<file path="config.mk">
export PLATFORM = sky130hd
export DESIGN_NAME = sat_counter
export DESIGN_NICKNAME = d
export VERILOG_FILES = /design/src/rtl/sat_counter.sv
export SDC_FILE = /design/constraint.sdc
export NUM_CORES = 1
export LEC_CHECK = 0
export CAP_MARGIN = 20
export CELL_PAD_IN_SITES_DETAIL_PLACEMENT = 1
export CELL_PAD_IN_SITES_GLOBAL_PLACEMENT = 1
export CORE_MARGIN = 4
export CORE_UTILIZATION = 34
export CTS_BUF_LIST = sky130_fd_sc_hd__clkbuf_4
export CTS_CLUSTER_SIZE = 28
export DETAILED_ROUTE_END_ITERATION = 8
export PLACE_DENSITY_LB_ADDON = 0.1
export SLEW_MARGIN = 40
export SYNTH_ARGS = -nofsm -noshare
export SYNTH_HDL_FRONTEND = slang
export SYNTH_SLANG_ARGS = --single-unit
export TNS_END_PERCENT = 1
</file>
<file path="constraint.sdc">
create_clock -name clk -period 1.5 [get_ports clk]
set_input_delay 0.3 -clock clk [delete_from_list [all_inputs] [get_ports clk]]
set_output_delay 0.3 -clock clk [all_outputs]
set_load 0.02 [all_outputs]
</file>
<file path="src/rtl/sat_counter.sv">
// sat_counter: up-counter that sticks at all-ones; clr beats inc
module sat_counter #(
  parameter int CNT_W = 16
) (
  input  logic             clk,
  input  logic             rst,
  input  logic             inc,
  input  logic             clr,
  output logic [CNT_W-1:0] cnt
);
  always_ff @(posedge clk) begin
    if (rst || clr) cnt <= '0;
    else if (inc && cnt != '1) cnt <= cnt + 1'b1;
  end
endmodule

</file>
==> results.txt <==
The run finished, with violations left. The final reports fail on setup timing. The tools report the achievable clock frequency as 634 MHz. Peak supply drop: 0.484 mV. The number of clock sinks is 16, and the number of cells on the worst reg-to-reg path is 6. For the pin with the worst max-slew slack, the measured transition is 0.397 ns.

Data on the critical path arrives at its endpoint at 1.77 ns. In the synthesized netlist the dominant register cell turns out to be sky130_fd_sc_hd__dfxtp_1. The fraction of the core area covered by cells at the end of the flow is 60.7%. The die is 57.9 um wide. The worst register-to-register path ends at cnt[6].

The routed wire length came out at 3.02 mm. The library cell with the largest summed area after synthesis was sky130_fd_sc_hd__dfxtp_1. The worst path uses 105% of the clock period. In this run, distinct cell masters in the synthesized netlist total 30. After technology mapping, the gate count stands at 95.

The post-synthesis net count was 100; the total half-perimeter wirelength after legalization and detailed placement was 2.26 mm. Number of hold violations in the final report: 0. The worst hold path begins at cnt[3].

The time the final worst path needs with I/O delays and setup is 1.58 ns. Dividing the detail-routed via count by the number of cells gives 5.70. TritonCTS built the clock tree. Clock root buffer: sky130_fd_sc_hd__clkbuf_4. The mapped netlist covers 847 sq um. The count of flip-flops with a built-in enable after synthesis is 0. The count of nets after finishing is 146.

The worst hold path terminates at cnt[3]. After detailed routing, the number of remaining DRC violations is 0. The total clock buffers created by CTS came out at 3. STA classifies the critical path endpoint as a register. The number of I/O port buffers was 19; the placed instance area was 1320 sq um. The synthesis-to-layout area growth was 64.5%; the number of buffers on the longest clock path was 2. The tools report the clock skew after layout as 0.0104 ns. Clock-pin slew was measured on the worst setup and hold paths at 0.11 ns.

The worst pin sits at a relative slew slack of 73.3%. Setup repair after global routing could not meet its margin everywhere. In this run the static leakage power is 0.640 nW.

STA classifies the critical path startpoint as a register. The tools report the worst-case setup slack after placement as -0.351 ns. The tools report the starting utilization of the core area as 36.9%. The die height came out at 57.9 um. The synthesized design devotes to its leading area cell type 37.8% of total area. The logs give -0.0766 ns for the worst path setup slack after routing and 0 for the initial antenna violation count. In this run the critical register-to-register path is launched from cnt[1].

20 I/O pins were placed. The synthesized design contains 16 register bits. In the post-synthesis netlist, the cell with the most instances is sky130_fd_sc_hd__dfxtp_1.

For the number of core rows, the log shows 17. The worst endpoint required time came out at 1.69 ns. The area enclosed by the die boundary is 3350 sq um.

Global routing used 19.6% of the available tracks. The run gives 0 as the antenna diode count. Routability-driven placement finished with a final weighted congestion of 0.711. The clock reaches the later pin of the worst-skew pair after 0.30 ns. The share of post-route cells with drive strength above 1 came out at 42.1%. In the post-synthesis netlist, the biggest area contributors are sky130_fd_sc_hd__dfxtp_1, sky130_fd_sc_hd__a21oi_1, sky130_fd_sc_hd__a41o_1, sky130_fd_sc_hd__and4_1, sky130_fd_sc_hd__nand4_1. For this design the ratio of total power to cell area is 536 nW/um^2.

The register with the most flip-flops in the final layout is cnt. The first routing iteration left 10 violations. Across the run, the number of max-cap violations was 0.

The first TritonRoute pass finished after 4 iterations. Summing all non-filler instances in the final layout gives an area of 1390 sq um. In the final layout, the registers with the most flip-flops are cnt: 16 flops. The logs give 2300 sq um for the total core area and -0.08 ns for the flop-to-flop setup slack. Detailed routing inserted a total of 958 vias. The maximum fanout along the worst path is 4, and the final max-slew violation count is 0.

The register with the most flip-flops in the layout has 16 of them. Setup violations remaining at the end of the flow were counted as 6. Sorting the synthesized cells by how often they occur yields sky130_fd_sc_hd__dfxtp_1, sky130_fd_sc_hd__a21oi_1, sky130_fd_sc_hd__nor2_1. The run gives 5.07 mm as the wire length of the first global-routing pass. In the final routed layout, each cell accounts on average for 18.0 um. The worst hold path cell count was 2.

The post-synthesis async set-or-reset flop share came out at 0%. Entering global routing, the biggest net connects 11 pins. After global routing the overflow that remains totals 0. The H-tree level count is 1, and the number of buffers inserted for hold repair after clock tree synthesis is 0. The tools report the number of global-route vias before repair as 1,029. The average instance in the mapped netlist occupies 8.92 sq um. The worst hold path belongs to the class register to register. The worst setup path is of the register to register kind. After synthesis, flip-flops and latches occupy 37.8% of the total area. Once detail routing completed, the nets flagged for antenna violations numbered 0.

Number of synthesis warnings: 0.
-- report_power, final --
group | internal (mW) | switching, mW | leakage (nW)
sequential | 0.410 | 0.00190 | 0.140
clock | 0.121 | 0.159 | 0.0184
combinational | 0.0283 | 0.0273 | 0.482
total | 0.559 | 0.188 | 0.640
-- kinds of logic (layout without fill, tap and decap cells) --
logic type                 after synthesis  after routing  synth area share, %
xor gates and xnor gates                 3              3                 3.10
adders and majority gates                1              1                 1.48
AOI/OAI and AO/OA                       27             27                 21.9
DFF                                     16             16                 37.8
and+or+nand+nor                         44             44                 33.8
buffers and inverters                    4             49                 1.92
-- worst max-delay path: stages, from the launching register on --
cell and delay (ns):
sky130_fd_sc_hd__dfxtp_4 0.37, sky130_fd_sc_hd__ha_4 0.15, sky130_fd_sc_hd__nand4_1 0.17, sky130_fd_sc_hd__a41o_1 0.32
sky130_fd_sc_hd__buf_4 0.16, sky130_fd_sc_hd__o21ai_1 0.21, sky130_fd_sc_hd__a21oi_2 0.10
-- final cells by class --
class	count	area, sq um
tap	28	35.0
timing repair buffer	44	365
clock buffer	4	30.0
inverter	1	3.75
fill	276	903
sequential	16	365
multi-input combinational	75	594
-- worst max path at each step --
stage	start	endpoint	slack, ns	cells after the start
after floorplan	cnt[9]	cnt[5]	-0.07	4
after global placement	inc	cnt[14]	-0.24	5
after detailed placement	inc	cnt[6]	-0.35	5
after CTS	cnt[0]	cnt[6]	-0.09	5
after global routing	cnt[1]	cnt[6]	-0.16	5
final	cnt[1]	cnt[6]	-0.08	6
-- per-stage QoR --
step / hold slack (ns) / total power [mW] / cells / TNS [ns]
floorplan: 0.450 / 0.447 / 95 / -0.270
global placement: 0.504 / 0.478 / 163 / -2.19
detailed placement: 0.527 / 0.481 / 163 / -2.93
CTS: 0.539 / 0.739 / 167 / -0.422
global route: 0.581 / 0.772 / 168 / -1.09
finish: 0.537 / 0.747 / 168 / -0.238
-- cell usage in the layout, fill, tap and decap left out, types with 2 or more instances in the layout --
cell	synthesis	routed
sky130_fd_sc_hd__a21oi_1	9	7
sky130_fd_sc_hd__a21oi_2	0	2
sky130_fd_sc_hd__a31oi_1	3	2
sky130_fd_sc_hd__a41o_1	4	4
sky130_fd_sc_hd__and2_1	2	2
sky130_fd_sc_hd__and4_1	4	3
sky130_fd_sc_hd__buf_4	0	23
sky130_fd_sc_hd__buf_6	0	2
sky130_fd_sc_hd__clkbuf_4	0	4
sky130_fd_sc_hd__clkdlybuf4s50_1	0	3
sky130_fd_sc_hd__dfxtp_2	0	6
sky130_fd_sc_hd__dfxtp_4	0	10
sky130_fd_sc_hd__dlygate4sd2_1	0	16
sky130_fd_sc_hd__nand2_1	6	6
sky130_fd_sc_hd__nand3_1	5	4
sky130_fd_sc_hd__nand4_1	5	5
sky130_fd_sc_hd__nand4_4	1	2
sky130_fd_sc_hd__nor2_1	7	7
sky130_fd_sc_hd__o21ai_0	5	4
sky130_fd_sc_hd__o31ai_1	3	3
sky130_fd_sc_hd__or3_1	5	5
sky130_fd_sc_hd__or4_1	3	3
sky130_fd_sc_hd__xor2_1	2	2
-- what timing repair did --
action / in CTS / in global routing
endpoints found under the setup margin: 28 / 16
pin swaps: 10 / 7
setup buffers: 0 / 1
gates resized for setup: 23 / 6
gates cloned: 0 / 0
-- routing by layer --
| metal | wire length [um] | share of wire [%] | GRT usage (%) |
|---|---|---|---|
| met3 | 96 | 3.2 | 3.34 |
| met4 | 43 | 1.4 | 6.29 |
| met1 | 1290 | 43 | 24.4 |
| met5 | 0 | 0 | 0 |
| met2 | 1590 | 53 | 34.0 |
Power figures use the tool's default switching activity.
==> patch: new RTL, config.mk and constraints unchanged <==
Register the output `cnt` once more; this adds one clock of latency there.
--- a/src/rtl/sat_counter.sv
+++ b/src/rtl/sat_counter.sv
@@ -8,9 +8,15 @@
   input  logic             clr,
   output logic [CNT_W-1:0] cnt
 );
+
+  logic [CNT_W-1:0] cnt_s0;
   always_ff @(posedge clk) begin
-    if (rst || clr) cnt <= '0;
-    else if (inc && cnt != '1) cnt <= cnt + 1'b1;
+    if (rst || clr) cnt_s0 <= '0;
+    else if (inc && cnt_s0 != '1) cnt_s0 <= cnt_s0 + 1'b1;
   end
+  always_ff @(posedge clk) begin
+    cnt <= cnt_s0;
+  end
+
 endmodule
 
Check against the original RTL: not equivalent (a bounded check fails within 4 cycles, from zero or initial values).
==> patch against the unedited design <==
  * The run still ends with setup timing left
  * Critical path depth is 2 lower
  * Synthesized area is 37% higher
  * Routed wire length is 5.6% higher
  * Highest routed layer unchanged
  * Combinational power is 14% lower
  * Cell area is 23% higher
  * Sequential cell count is 16 higher
  * Critical path type unchanged
  * Via count is 20% higher
  * Die area is 31% higher
  * Power is 82% higher
  * Worst setup slack worse by 0.10 ns
  * Worst hold slack worse by 0.14 ns
  * Largest cell class is now registers
  * Count of clock-buffer cells in the layout is 2 higher
==> patch: results (changes against the unedited design) <==
{| class="wikitable"
! Metric !! Value
|-
| Outcome || finished, violations left
|-
| Failing checks || setup timing
|-
| Net count reported at finish || 176 (+21%)
|-
| Top cell types by occurrence after synthesis || sky130_fd_sc_hd__dfxtp_1, sky130_fd_sc_hd__a21oi_1, sky130_fd_sc_hd__nand2_1, sky130_fd_sc_hd__o21ai_0
|-
| Clock-pin slew on the worst setup and hold paths || 0.09 ns (-0.02 ns)
|-
| Largest registers ranked by flip-flop count || cnt (16), cnt_s0 (16)
|-
| HP Start || cnt_s0[5]$_SDFFE_PP0P_
|-
| Total Negative Setup Slacks || -0.910 ns (-0.672 ns)
|-
| Depth of the most critical reg-to-reg path || 4 (-2)
|-
| Number of CTS-inserted buffers || 5 (+2)
|-
| Top post-synthesis cells by area || sky130_fd_sc_hd__dfxtp_1, sky130_fd_sc_hd__a21oi_1, sky130_fd_sc_hd__nand4_1, sky130_fd_sc_hd__or3_1, sky130_fd_sc_hd__o21ai_0
|-
| Net count after synthesis || 124 (+24%)
|-
| Top delay family on crit path || simple AND/OR/NAND/NOR gates
|-
| Via-to-Cell Ratio || 5.36 (-6.0%)
|-
| Pin count of the biggest net entering global routing || 14 (+3)
|-
| End of the worst register-to-register path || cnt_s0[15]$_SDFFE_PP0P_
|-
| Share of layout cells above drive strength 1 || 39.2% (-3.0 points)
|-
| Number of cells after detailed placement || 208 (+28%)
|-
| PnR worst setup slack || -0.180 ns (-0.103 ns)
|-
| Netlist cell types || 29 (-3.3%)
|-
| Post-Synthesis Mean Instance Area || 9.74 um2 (+9.2%)
|-
| Setup violations, final || 10 (+4)
|-
| Global routing usage summed across all routing layers || 16.5% (-3.1 points)
|-
| First-pass GRT wire length || 5.54 mm (+9.2%)
|-
| Count of vias placed by the detailed router || 1153 (+20%)
|-
| Sequential fraction of the synthesis area || 55.3% (+17 points)
|-
| DRT iter0 DRCs || 48 (+38)
|-
| Average wire per standard cell || 14.8 um (-17%)
|-
| Maximum level of the CTS H-tree || 2 (+1)
|-
| Startpoint of the worst register-to-register path || cnt_s0[1]$_SDFFE_PP0P_
|-
| Worst path arrival time || 1.94 ns (+0.17 ns)
|-
| Clk_lat worst skew || 0.32 ns (+0.02 ns)
|-
| Largest stage delay on the critical path || 0.55 ns (+0.18 ns)
|-
| Final weighted congestion in routability-driven placement || 0.764 (+7.5%)
|-
| Min-Delay Path Class || reg -> reg
|-
| LEAKAGE || 0.686 nW (+7.2%)
|-
| Transition time at the pin with the least slew margin || 0.307 ns (-0.0909 ns)
|-
| Clk_skew || 0.00608 ns (-0.00433 ns)
|-
| Maximum vdd drop || 0.488 mV (+0.83%)
|-
| Max stage delay cell, worst path || sky130_fd_sc_hd__or4_4
|}
## patch: final cells by class
class | count | area [um2]
Tap cell | 44 | 55.1
Fill cell | 388 | 1440
Clock buffer | 6 | 45.0
Multi-Input combinational cell | 82 | 549
Sequential cell | 32 | 658
Timing Repair Buffer | 48 | 390
Clock inverter | 1 | 5.00
Inverter | 2 | 7.51
## patch: repair_timing
action / CTS / global route
resized for setup: 27 / 7
endpoints found under the setup margin: 31 / 16
pin swaps: 3 / 4
buffers inserted: 0 / 0
## patch: worst min path at each step
stage / depth (start not counted) / slack (ns) / to
after floorplan: 0 / 0.36 / cnt[7]$_DFF_P_
after global placement: 0 / 0.38 / cnt[7]$_DFF_P_
after detailed placement: 0 / 0.38 / cnt[5]$_DFF_P_
after CTS: 0 / 0.40 / cnt[5]$_DFF_P_
after global routing: 0 / 0.41 / cnt[5]$_DFF_P_
final: 0 / 0.40 / cnt[5]$_DFF_P_
## patch: metal layers
metal	vias to the layer above	part of all wire, %	global-route usage (%)
li1	559	-	-
met1	568	44	19.5
met2	21	50	28.3
met3	5	4.1	4.59
met4	0	1.1	5.84
met5	-	0	0
## patch: cell families after synthesis
group / count (synthesis) / share of synthesized area, %
AOI/OAI and AO/OA: 28 / 13.9
adders and majority gates: 1 / 1.08
buffers and inverters: 5 / 1.73
DFF: 32 / 55.3
muxes: 1 / 0.864
and+or+nand+nor: 52 / 27.1
## patch: through the flow
stage | util, % | setup slack, ns | area (um2)
5_1_grt | 54.2 | -0.250 | 1710
6_report | 54.2 | -0.180 | 1710
2_1_floorplan | - | -0.0901 | 1190
3_5_place_dp | 51.7 | -0.556 | 1630
3_3_place_gp | 51.7 | -0.509 | 1630
4_1_cts | 53.4 | -0.195 | 1680
## patch: power breakdown
part,switching [mW],internal (mW),total (mW),leakage (nW)
combinational,0.0261,0.0215,0.0476,0.390
clock,0.268,0.191,0.459,0.0315
sequential,0.00234,0.851,0.853,0.264
